`config.mk`:
```
export PLATFORM = sky130hd
export DESIGN_NAME = flsh_cfg_initiator
export DESIGN_NICKNAME = d
export VERILOG_FILES = /design/src/rtl/flsh_cfg_pkg.sv /design/src/rtl/flsh_cfg_initiator.sv
export SDC_FILE = /design/constraint.sdc
export NUM_CORES = 1
export LEC_CHECK = 0
export ABC_AREA = 1
export BUFFER_PORTS_ARGS = -buffer_cell sky130_fd_sc_hd__buf_2
export CAP_MARGIN = 10
export CORE_MARGIN = 1
export CORE_UTILIZATION = 48
export CTS_CLUSTER_DIAMETER = 30
export CTS_CLUSTER_SIZE = 40
export DETAILED_ROUTE_END_ITERATION = 10
export PLACE_DENSITY = 0.8
export RECOVER_POWER = 50
export SYNTH_ARGS = -nofsm -noshare
export SYNTH_HDL_FRONTEND = slang
export SYNTH_SLANG_ARGS = --single-unit
```
`constraint.sdc`:
```
create_clock -name clock -period 4.4 [get_ports clock]
set_input_delay 1.32 -clock clock [delete_from_list [all_inputs] [get_ports clock]]
set_output_delay 1.32 -clock clock [all_outputs]
set_load 0.02 [all_outputs]
```
`src/rtl/flsh_cfg_pkg.sv`:
```
// flsh_cfg_pkg: shared encodings for the flash config-port requester.
package flsh_cfg_pkg;

    typedef enum logic [1:0] {
        IDLE  = 2'd0,
        ISSUE = 2'd1,
        RESP  = 2'd2,
        GAP   = 2'd3
    } state_t;

    localparam logic [1:0] OKAY   = 2'b00;
    localparam logic [1:0] SLVERR = 2'b10;

    localparam logic [1:0] DEVSEL_0 = 2'd0;
    localparam logic [1:0] DEVSEL_1 = 2'd1;
    localparam logic [1:0] DEVSEL_2 = 2'd2;
    localparam logic [1:0] DEVSEL_3 = 2'd3;

endpackage

```
`src/rtl/flsh_cfg_initiator.sv`:
```
// flsh_cfg_initiator: drives one held-strobe flash config access per command,
// with a timeout watchdog and sticky protocol-error flags.
module flsh_cfg_initiator
    import flsh_cfg_pkg::*;
#(
    parameter int TIMEOUT_CYCLES = 4096,
    parameter int TO_W           = 13
) (
    input  logic        clock,
    input  logic        reset,
    input  logic        req_valid,
    output logic        req_ready,
    input  logic        req_write,
    input  logic [1:0]  req_devsel,
    input  logic [13:0] req_addr,
    input  logic [31:0] req_wdata,
    input  logic        req_expand_enable,
    input  logic        req_expand_dir,
    output logic        rsp_valid,
    output logic [31:0] rsp_rdata,
    output logic [1:0]  rsp_resp,
    output logic        rsp_timeout,
    output logic [1:0]  cfg_flsh_devsel,
    output logic [13:0] cfg_flsh_addr,
    output logic [31:0] cfg_flsh_wdata,
    output logic        cfg_flsh_expand_enable,
    output logic        cfg_flsh_expand_dir,
    output logic        cfg_flsh_wren,
    output logic        cfg_flsh_rden,
    input  logic [31:0] flsh_cfg_rdata,
    input  logic        flsh_cfg_done,
    input  logic [1:0]  flsh_cfg_bresp,
    input  logic [1:0]  flsh_cfg_rresp,
    input  logic        err_clear,
    output logic        err_unexpected_done,
    output logic        err_timeout,
    output logic        busy
);

    state_t          state, state_nxt;
    logic            write_q;
    logic [TO_W-1:0] cnt;
    logic            accept, timeout_hit, done_hit;

    assign accept      = req_valid && req_ready;
    assign done_hit    = (state == ISSUE) && flsh_cfg_done;
    // done wins over an expiring counter in the same cycle
    assign timeout_hit = (state == ISSUE) && !flsh_cfg_done && (cnt == TO_W'(TIMEOUT_CYCLES - 1));

    always_ff @(posedge clock or posedge reset) begin
        if (reset)
            state <= IDLE;
        else
            state <= state_nxt;
    end

    always_comb begin
        state_nxt = state;
        unique case (state)
            IDLE:    state_nxt = req_valid ? ISSUE : IDLE;
            ISSUE:   state_nxt = (done_hit || timeout_hit) ? RESP : ISSUE;
            RESP:    state_nxt = GAP;
            GAP:     state_nxt = IDLE;
            default: state_nxt = IDLE;
        endcase
    end

    always_comb begin
        req_ready     = (state == IDLE);
        busy          = (state != IDLE);
        rsp_valid     = (state == RESP);
        cfg_flsh_wren = (state == ISSUE) && write_q;
        cfg_flsh_rden = (state == ISSUE) && !write_q;
    end

    always_ff @(posedge clock or posedge reset) begin
        if (reset) begin
            write_q                <= 1'b0;
            cfg_flsh_devsel        <= '0;
            cfg_flsh_addr          <= '0;
            cfg_flsh_wdata         <= '0;
            cfg_flsh_expand_enable <= 1'b0;
            cfg_flsh_expand_dir    <= 1'b0;
            cnt                    <= '0;
        end else if (accept) begin
            write_q                <= req_write;
            cfg_flsh_devsel        <= req_devsel;
            cfg_flsh_addr          <= req_addr;
            cfg_flsh_wdata         <= req_wdata;
            cfg_flsh_expand_enable <= req_expand_enable;
            cfg_flsh_expand_dir    <= req_expand_dir;
            cnt                    <= '0;
        end else if (state == ISSUE) begin
            cnt <= cnt + 1'b1;
        end
    end

    // response fields hold between pulses; consumers qualify with rsp_valid
    always_ff @(posedge clock or posedge reset) begin
        if (reset) begin
            rsp_rdata   <= '0;
            rsp_resp    <= OKAY;
            rsp_timeout <= 1'b0;
        end else if (done_hit) begin
            rsp_rdata   <= write_q ? 32'h0 : flsh_cfg_rdata;
            rsp_resp    <= write_q ? flsh_cfg_bresp : flsh_cfg_rresp;
            rsp_timeout <= 1'b0;
        end else if (timeout_hit) begin
            rsp_rdata   <= 32'h0;
            rsp_resp    <= SLVERR;
            rsp_timeout <= 1'b1;
        end
    end

    always_ff @(posedge clock or posedge reset) begin
        if (reset) begin
            err_unexpected_done <= 1'b0;
            err_timeout         <= 1'b0;
        end else begin
            err_unexpected_done <= (flsh_cfg_done && state != ISSUE) || (err_unexpected_done && !err_clear);
            err_timeout         <= timeout_hit || (err_timeout && !err_clear);
        end
    end

endmodule

```
==> results of run 1 <==
==> how the worst max path moves through the flow <==
stage / to / cells past startpoint / from / slack [ns]
6_report: cnt[4] / 7 / req_valid / 0.86
5_1_grt: cnt[4] / 7 / req_valid / 0.54
4_1_cts: cfg_flsh_rden / 4 / flip-flop / 1.15
3_5_place_dp: cfg_flsh_addr[5] / 6 / req_valid / 1.42
3_3_place_gp: cfg_flsh_addr[6] / 6 / req_valid / 1.45
2_1_floorplan: async pin / 1 / reset / 0.38
==> sequential cells by signal, summed over array words and instances, names as in the netlist, named ones only <==
register,cells
err_unexpected_done,1
cfg_flsh_expand_dir,1
cfg_flsh_devsel,2
rsp_resp,2
rsp_rdata,32
cfg_flsh_addr,14
write_q,1
cfg_flsh_expand_enable,1
rsp_timeout,1
state,1
err_timeout,1
cnt,13
cfg_flsh_wdata,32
==> final cells by class <==
class                           count  area, µm²
Fill cell                         757       3330
Sequential cell                   103       2580
Multi-Input combinational cell    349       1580
Timing Repair Buffer              187        900
Clock buffer                       10        138
Tap cell                          108        135
Inverter                           24       91.3
Clock inverter                      6       51.3
==> worst max-delay path: cells and delay by family <==
family	cells	cell delay, ns
buf+inv	3	2.05
compound gates	1	0.12
simple gates	3	0.32
==> metal layers <==
layer  global-route usage [%]  routed length [µm]  share of wire (%)  vias up
li1                         -                   -                  -     1925
met1                     28.6                4160                 40     1811
met2                     36.1                5190                 50      167
met3                     5.65                 747                7.2       24
met4                     10.8                 293                2.8        0
met5                        0                   0                  0        -
==> synth_stat cells (all sizes together) (2+ instances only) <==
master  number  area share, %
dfrtp      103             59
a21oi        3           0.43
buf         18            2.8
nor3         3           0.60
nand2      232             20
o21ai       13            1.5
nand3       74            9.8
nor2        16            1.9
clkbuf       8           0.68
nand4        2           0.28
inv         23            2.0
==> kinds of logic (layout without fill, tap and decap cells) <==
group	after synthesis	after routing
AOI/OAI and AO/OA	20	20
and+or+nand+nor	328	328
DFF	103	103
buffers and inverters	50	227
adders and majority gates	1	1
==> power breakdown <==
part	internal (mW)	total [mW]	switching (mW)
registers	1.35	1.59	0.241
clock network	0.231	0.565	0.335
logic	0.528	1.71	1.18
total	2.11	3.86	1.76
==> per-stage QoR <==
step           hold slack [ns]  area (µm²)  utilization, %  power (mW)
6_report                 0.487        5480            62.2        3.86
5_1_grt                  0.504        5480            62.2        4.13
3_5_place_dp             0.460        5340            60.6        3.36
3_3_place_gp             0.458        5340            60.6        3.30
2_1_floorplan            0.457        4400               -        2.75
4_1_cts                  0.487        5530            62.7        3.92
==> out/metrics.csv, run 1 <==
metric,value,unit
run status,"complete, but fails checks",
failing checks,"DRC, capacitance limit, slew limit",
Hold Crit Depth,2,
CTS Buf Count,9,
Antenna Nets Post-Route,0,
Layout Skew,0.0169,ns
CP Class,input pin to flip-flop,
Compound-Gate Fraction of Synth Area,2.64,%
fin crit period,3.54,ns
H-tree depth,3,
Final Instance Count excl. Fillers,787,
vias in the first global route,3706,
Reg-to-Reg End,cnt[4],
"commonest non-fill, non-tap cell in the layout",nand2_1,
# port buffers,183,
DRC viols,12,
PD cells,706,nW/µm²
clock root cell,clkbuf_8,
number of max-cap violations,3,
layout cells sized above 1,29.0,%
CTS tree,built,
"Hold-fix buffers, CTS",0,
# IOs,184,
post-synthesis simple-gate area fraction,33.1,%
Final Cycle Share,80.4,%
Post-Syn Nets,595,
crit start category,input pin,
final WL,10.4,mm
LEAKAGE,3.11,nW
RSZ-0062 raised after global routing,no,
Vias,3927,
row count,34,
initial antenna violation count,0,
initial drt markers,213,
drt first pass iters,8,
final net count,767,
Synth async-reset ratio,100,%
Hold Path Class,flip-flop to flip-flop,
post_cts resized,0,
Worst-path clk slew,0.10,ns
Post-CTS Setup Inserts,0,
CP max stage delay,1.74,ns
main combinational cell family by area after synthesis,simple AND/OR/NAND/NOR gates,
Worst path slowest cell,clkbuf_1,
DR vias/cell,4.99,
CTS Sinks,103,
hold_sp,cfg_flsh_wdata[25],
grt total ovfl,0,
Mapped Area,4400,µm²
die area,9560,µm²
Area Growth Syn to Fin,24.3,%
yosys warns,0,
Post-synth EDFFs,0,
pre-CTS setup slack,1.42,ns
GPL Wtd Cong,0.787,
Die X-Extent,97.8,µm
core area,8810,µm²
Die Span Y,97.8,µm
Worst Hold Endpoint,cfg_flsh_wdata[25],
post-synthesis adder-cell area fraction,0.284,%
CP Capture Type,flip-flop,
"Req. time, crit path",4.69,ns
max_slew headroom,-62.1,%
most frequent cells in the layout,"nand2_1, buf_2, dfrtp_1",
Fin. Hold Viols,0,
Yosys cell types,28,
Worst Reg-to-Reg Cells,7,
"FF+latch count, synth",103,
critical-path maximum fanout,60,
highest clock rate,0.283,GHz
n_diodes,0,
Gate Count Post-Synth,502,
post-synthesis xor/xnor area fraction,0,%
Finish-stage setup viols,0,
worst setup margin,0.862,ns
Most used DFF post-synth,dfrtp_1,
pin count of the biggest net entering global routing,61,
"Slew Viols, Final",153,
Avg Inst Size Synth,8.77,µm²
Longest Clk Path Bufs,2,
crit path cell chain,buf_2 > nand2_1 > clkbuf_1 > nand2_1 > inv_1 > nand2_1 > a2bb2oi_1,
Starting Density,50.0,%
worst ir drop on vdd,0.370,mV
first-pass GRT wire length,17.0,mm
setup TNS,0,ns
mux contribution to synthesized area,0,%
Worst Tran Pin Value,2.43,ns
wire per inst,13.2,µm
worst reg2reg path startpoint,state[0],
flop2flop setup slack,1.40,ns
placed cells,771,
Final HPWL DP,7.44,mm
WP data arrival,3.83,ns
Clock Latency Late Sink,0.36,ns
"Seq/Total Area, Yosys",58.5,%
CP most frequent cell,nand2_1,
Total GRT Usage,22.4,%
No activity file was read; power rests on OpenSTA's default activity.
==> inputs of run 2 (changes only) <==
- CORE_UTILIZATION: 48 -> 43
- PLACE_DENSITY: 0.8 -> 0.76
- clock period: 4.4 -> 3.07 ns (I/O delays scaled with it)
==> out/metrics.csv, run 2 (synthesis results as in run 1) <==
metric,value,unit
pin count of the biggest net entering global routing,104,
Hold Slack,0.483,ns
biggest regs,"cfg_flsh_wdata: 32 flops, rsp_rdata: 32 flops, cfg_flsh_addr: 14 flops",
GPL Wtd Cong,0.779,
post-route cell area,5560,µm²
Post-CTS Setup Inserts,0,
first-pass GRT wire length,16.4,mm
Clock Latency Late Sink,0.36,ns
setup TNS,0,ns
CTS Buf Count,9,
LEAKAGE,3.23,nW
register area,2580,µm²
CP max stage delay,0.39,ns
critical-path maximum fanout,11,
CTS tree,built,
final net count,768,
row count,36,
cell depth of the worst setup path,4,
CTS Sinks,103,
PD cells,1010,nW/µm²
# port buffers,183,
worst ir drop on vdd,0.553,mV
GR Util met1,24.6,%
Layout Skew,0.0135,ns
Final HPWL DP,7.27,mm
post_cts resized,0,
worst reg2reg path startpoint,state[0],
Die X-Extent,103,µm
Worst path slowest cell,dfrtp_1,
DRC viols,0,
Hold Path Class,flip-flop to flip-flop,
hold_sp,cfg_flsh_addr[1],
Fin. Hold Viols,0,
Total GRT Usage,19.7,%
Multi-input gate area,1580,µm²
vias in the first global route,3649,
highest clock rate,0.414,GHz
WP data arrival,1.50,ns
met3 usage,5.58,%
Worst Reg-to-Reg Cells,6,
final core occ,56.4,%
Tot Pwr,5.60,mW
"Req. time, crit path",2.15,ns
Starting Density,44.6,%
layout cells sized above 1,33.7,%
"CP delay by family, top",simple AND/OR/NAND/NOR gates,
Worst Hold Endpoint,cfg_flsh_addr[1],
max_slew headroom,6.69,%
clock root cell,clkbuf_8,
Worst-path clk slew,0.11,ns
H-tree depth,3,
Area Growth Syn to Fin,26.3,%
number of max-cap violations,0,
initial antenna violation count,0,
Hold Crit Depth,2,
wire per inst,12.8,µm
Antenna Nets Post-Route,0,
initial drt markers,226,
Die Span Y,103,µm
crit start category,flip-flop,
CP Capture Type,primary output,
"commonest non-fill, non-tap cell in the layout",nand2_1,
most frequent cells in the layout,"nand2_1, buf_2, dfrtp_1",
"Hold-fix buffers, CTS",0,
Fillers,904,
# IOs,184,
drt first pass iters,4,
Final Cycle Share,78.7,%
crit path cell chain,inv_1 > nand2_1 > nor2_1 > buf_2,
flop2flop setup slack,0.94,ns
"Slew Viols, Final",0,
RSZ-0062 raised after global routing,no,
core area,9860,µm²
final WL,10.4,mm
met2 global-route usage,33.3,%
post-place instance area,5390,µm²
GR peak layer,met2,
Vias,3900,
DR vias/cell,4.80,
"Buf+Inv Stages, Crit Path",2,
fin crit period,2.42,ns
Reg-to-Reg End,cnt[1],
Finish-stage setup viols,0,
n_diodes,0,
Longest Clk Path Bufs,2,
Worst Tran Pin Value,1.40,ns
grt total ovfl,0,
die area,10700,µm²
run status,"complete, no violations",
CP Class,flip-flop to primary output,
[run 2: final cells by class]
cell class / count / area share (%)
well taps: 133 / 2.99
repair buffers: 188 / 17.1
clock buffers: 11 / 2.72
flip-flops and latches: 103 / 46.3
inverters: 24 / 1.64
clock inverters: 5 / 0.832
multi-input cells: 349 / 28.4
[run 2: power by group]
part	switching, mW	leakage, nW	internal, mW
Sequential	0.336	1.31	1.93
Combinational	1.69	1.82	0.807
Clock	0.484	0.103	0.356
[run 2: worst max-delay path by stage]
stage               from             to  slack [ns]
6_report       flip-flop  cfg_flsh_wren        0.65
5_1_grt        flip-flop  cfg_flsh_wren        0.53
2_1_floorplan      reset      async pin        0.92
3_5_place_dp   req_valid         cnt[4]        0.94
4_1_cts        flip-flop  cfg_flsh_wren        0.78
3_3_place_gp   req_valid         cnt[4]         1.0
[run 2: metrics by stage]
step | std cells | worst slack [ns]
final | 813 | 0.653
after floorplan | 502 | 0.917
after detailed placement | 797 | 0.936
after CTS | 813 | 0.782
after global placement | 797 | 0.996
after global routing | 813 | 0.526
[run 2: worst reg2reg max path, cell delays in order, from the launching register on]
cell and delay [ns]:
dfrtp_1 0.40, nor2_1 0.26, nand2_1 0.13, clkbuf_2 0.68
nand2_1 0.29, inv_1 0.09, a22o_1 0.19
[run 2: layer usage]
layer  vias up  share of wire [%]
li1       1922                  -
met1      1834                 44
met2       126                 49
met3        18                5.3
met4         0                2.1
met5         -                  0
==> inputs of run 3 (changes only) <==
- clock period: 3.07 -> 2.15 ns (I/O delays scaled with it)
==> out/metrics.csv, run 3 (synthesis results as in run 1) <==
metric,value,unit
grt total ovfl,0,
sw frac,44.9,%
Antenna Nets Post-Route,0,
"Req. time, crit path",1.50,ns
crit path cell chain,inv_1 > nand2_2 > nor2_1 > buf_2,
LEAKAGE,3.17,nW
CTS tree,built,
highest clock rate,0.504,GHz
Worst-path clk slew,0.10,ns
Worst Tran Pin Value,1.35,ns
crit start category,flip-flop,
Final Cycle Share,92.3,%
Die Span Y,103,µm
Die X-Extent,103,µm
internal cell power,4.36,mW
post_cts resized,0,
Clock Latency Late Sink,0.37,ns
hold_sp,req_wdata[18],
worst reg2reg path startpoint,state[0],
n_diodes,0,
Final HPWL DP,7.43,mm
PD cells,1430,nW/µm²
wire per inst,13.0,µm
vias in the first global route,3663,
CP max stage delay,0.38,ns
DRC viols,0,
# port buffers,183,
RSZ-0062 raised after global routing,no,
worst ir drop on vdd,0.759,mV
Starting Density,44.6,%
Hold Path Class,input pin to flip-flop,
Vias,3899,
die area,10700,µm²
setup TNS,0,ns
worst setup margin,0.167,ns
critical-path maximum fanout,11,
Longest Clk Path Bufs,2,
clock share of power,14.3,%
layout cells sized above 1,31.3,%
DR vias/cell,4.79,
Post-CTS Setup Inserts,0,
fin crit period,1.98,ns
CP Class,flip-flop to primary output,
initial drt markers,197,
"Hold-fix buffers, CTS",0,
final WL,10.6,mm
Area Growth Syn to Fin,25.8,%
pin count of the biggest net entering global routing,104,
biggest regs,"cfg_flsh_wdata: 32 flops, rsp_rdata: 32 flops, cfg_flsh_addr: 14 flops",
CTS Sinks,103,
# IOs,184,
clock root cell,clkbuf_8,
CTS Buf Count,9,
pre-CTS setup slack,0.428,ns
WP data arrival,1.34,ns
CP Capture Type,primary output,
combinational power share,44.9,%
"Buf+Inv Stages, Crit Path",2,
Fin. Hold Viols,0,
initial antenna violation count,0,
drt first pass iters,4,
GPL Wtd Cong,0.786,
Finish-stage setup viols,0,
"commonest non-fill, non-tap cell in the layout",nand2_1,
Worst path slowest cell,dfrtp_1,
"CP delay by family, top",flip-flops,
Fillers,871,
first-pass GRT wire length,16.5,mm
most frequent cells in the layout,"nand2_1, buf_2, dfrtp_1",
core area,9860,µm²
Seq pwr share,40.8,%
row count,36,
Total GRT Usage,20.1,%
Sw Pwr,3.55,mW
number of max-cap violations,0,
Layout Skew,0.0160,ns
"Slew Viols, Final",0,
max_slew headroom,9.87,%
final net count,769,
run status,"complete, no violations",
H-tree depth,3,
## run 3: cell types whose count changed in the layout (fill, tap and decap cells not counted), sizes merged
cell	change
buf	-16
clkbuf	+18
clkinv	+2
clkinvlp	+1
inv	-4
## run 3: routing by layer
metal | track usage (%) | vias to the layer above | share of wire, %
li1 | - | 1931 | -
met1 | 24.3 | 1806 | 41
met2 | 33.2 | 138 | 49
met3 | 5.98 | 24 | 7.1
met4 | 9.53 | 0 | 2.5
met5 | 0 | - | 0
## run 3: tightest hold or removal path, cell delays in order
cell     delay, ns
buf_2         0.08
nand2_1       0.04
nand2_1       0.04
## run 3: final timing paths
kind                       cells past startpoint  slack [ns]                  to
max                                            4        0.17       cfg_flsh_wren
min                                            3        0.47  cfg_flsh_wdata[18]
max reg2reg                                    5        0.26  cfg_flsh_wdata[12]
min reg2reg                                    2        0.48  cfg_flsh_wdata[28]
max in group asynchronous                      3        0.55   cfg_flsh_wdata[1]
min in group asynchronous                      3        0.77  cfg_flsh_wdata[11]
## run 3: power groups by stage
stage	Clock, mW	Sequential, mW	Combinational, mW
3_3_place_gp	0	3.22	3.57
5_1_grt	1.24	3.33	3.92
4_1_cts	1.17	3.23	3.67
3_5_place_dp	0	3.24	3.68
2_1_floorplan	0	4.18	1.45
6_report	1.13	3.23	3.55
## run 3: per-stage QoR
stage          std cells  hold slack [ns]  total power [mW]  cell area (µm²)  util (%)
2_1_floorplan        502            0.457              5.64             4410         -
3_3_place_gp         798            0.459              6.79             5410      54.8
3_5_place_dp         798            0.461              6.92             5410      54.8
4_1_cts              814            0.441              8.06             5590      56.7
5_1_grt              814            0.451              8.50             5540      56.2
6_report             814            0.470              7.91             5540      56.2
## run 3: area by class of cell
type                            instances  area (µm²)  area share [%]
Timing Repair Buffer                  189         935            16.9
Clock inverter                          4        30.0           0.542
Inverter                               24        93.8            1.69
Multi-Input combinational cell        349        1580            28.6
Clock buffer                           12         155            2.80
Sequential cell                       103        2580            46.5
Tap cell                              133         166            3.00
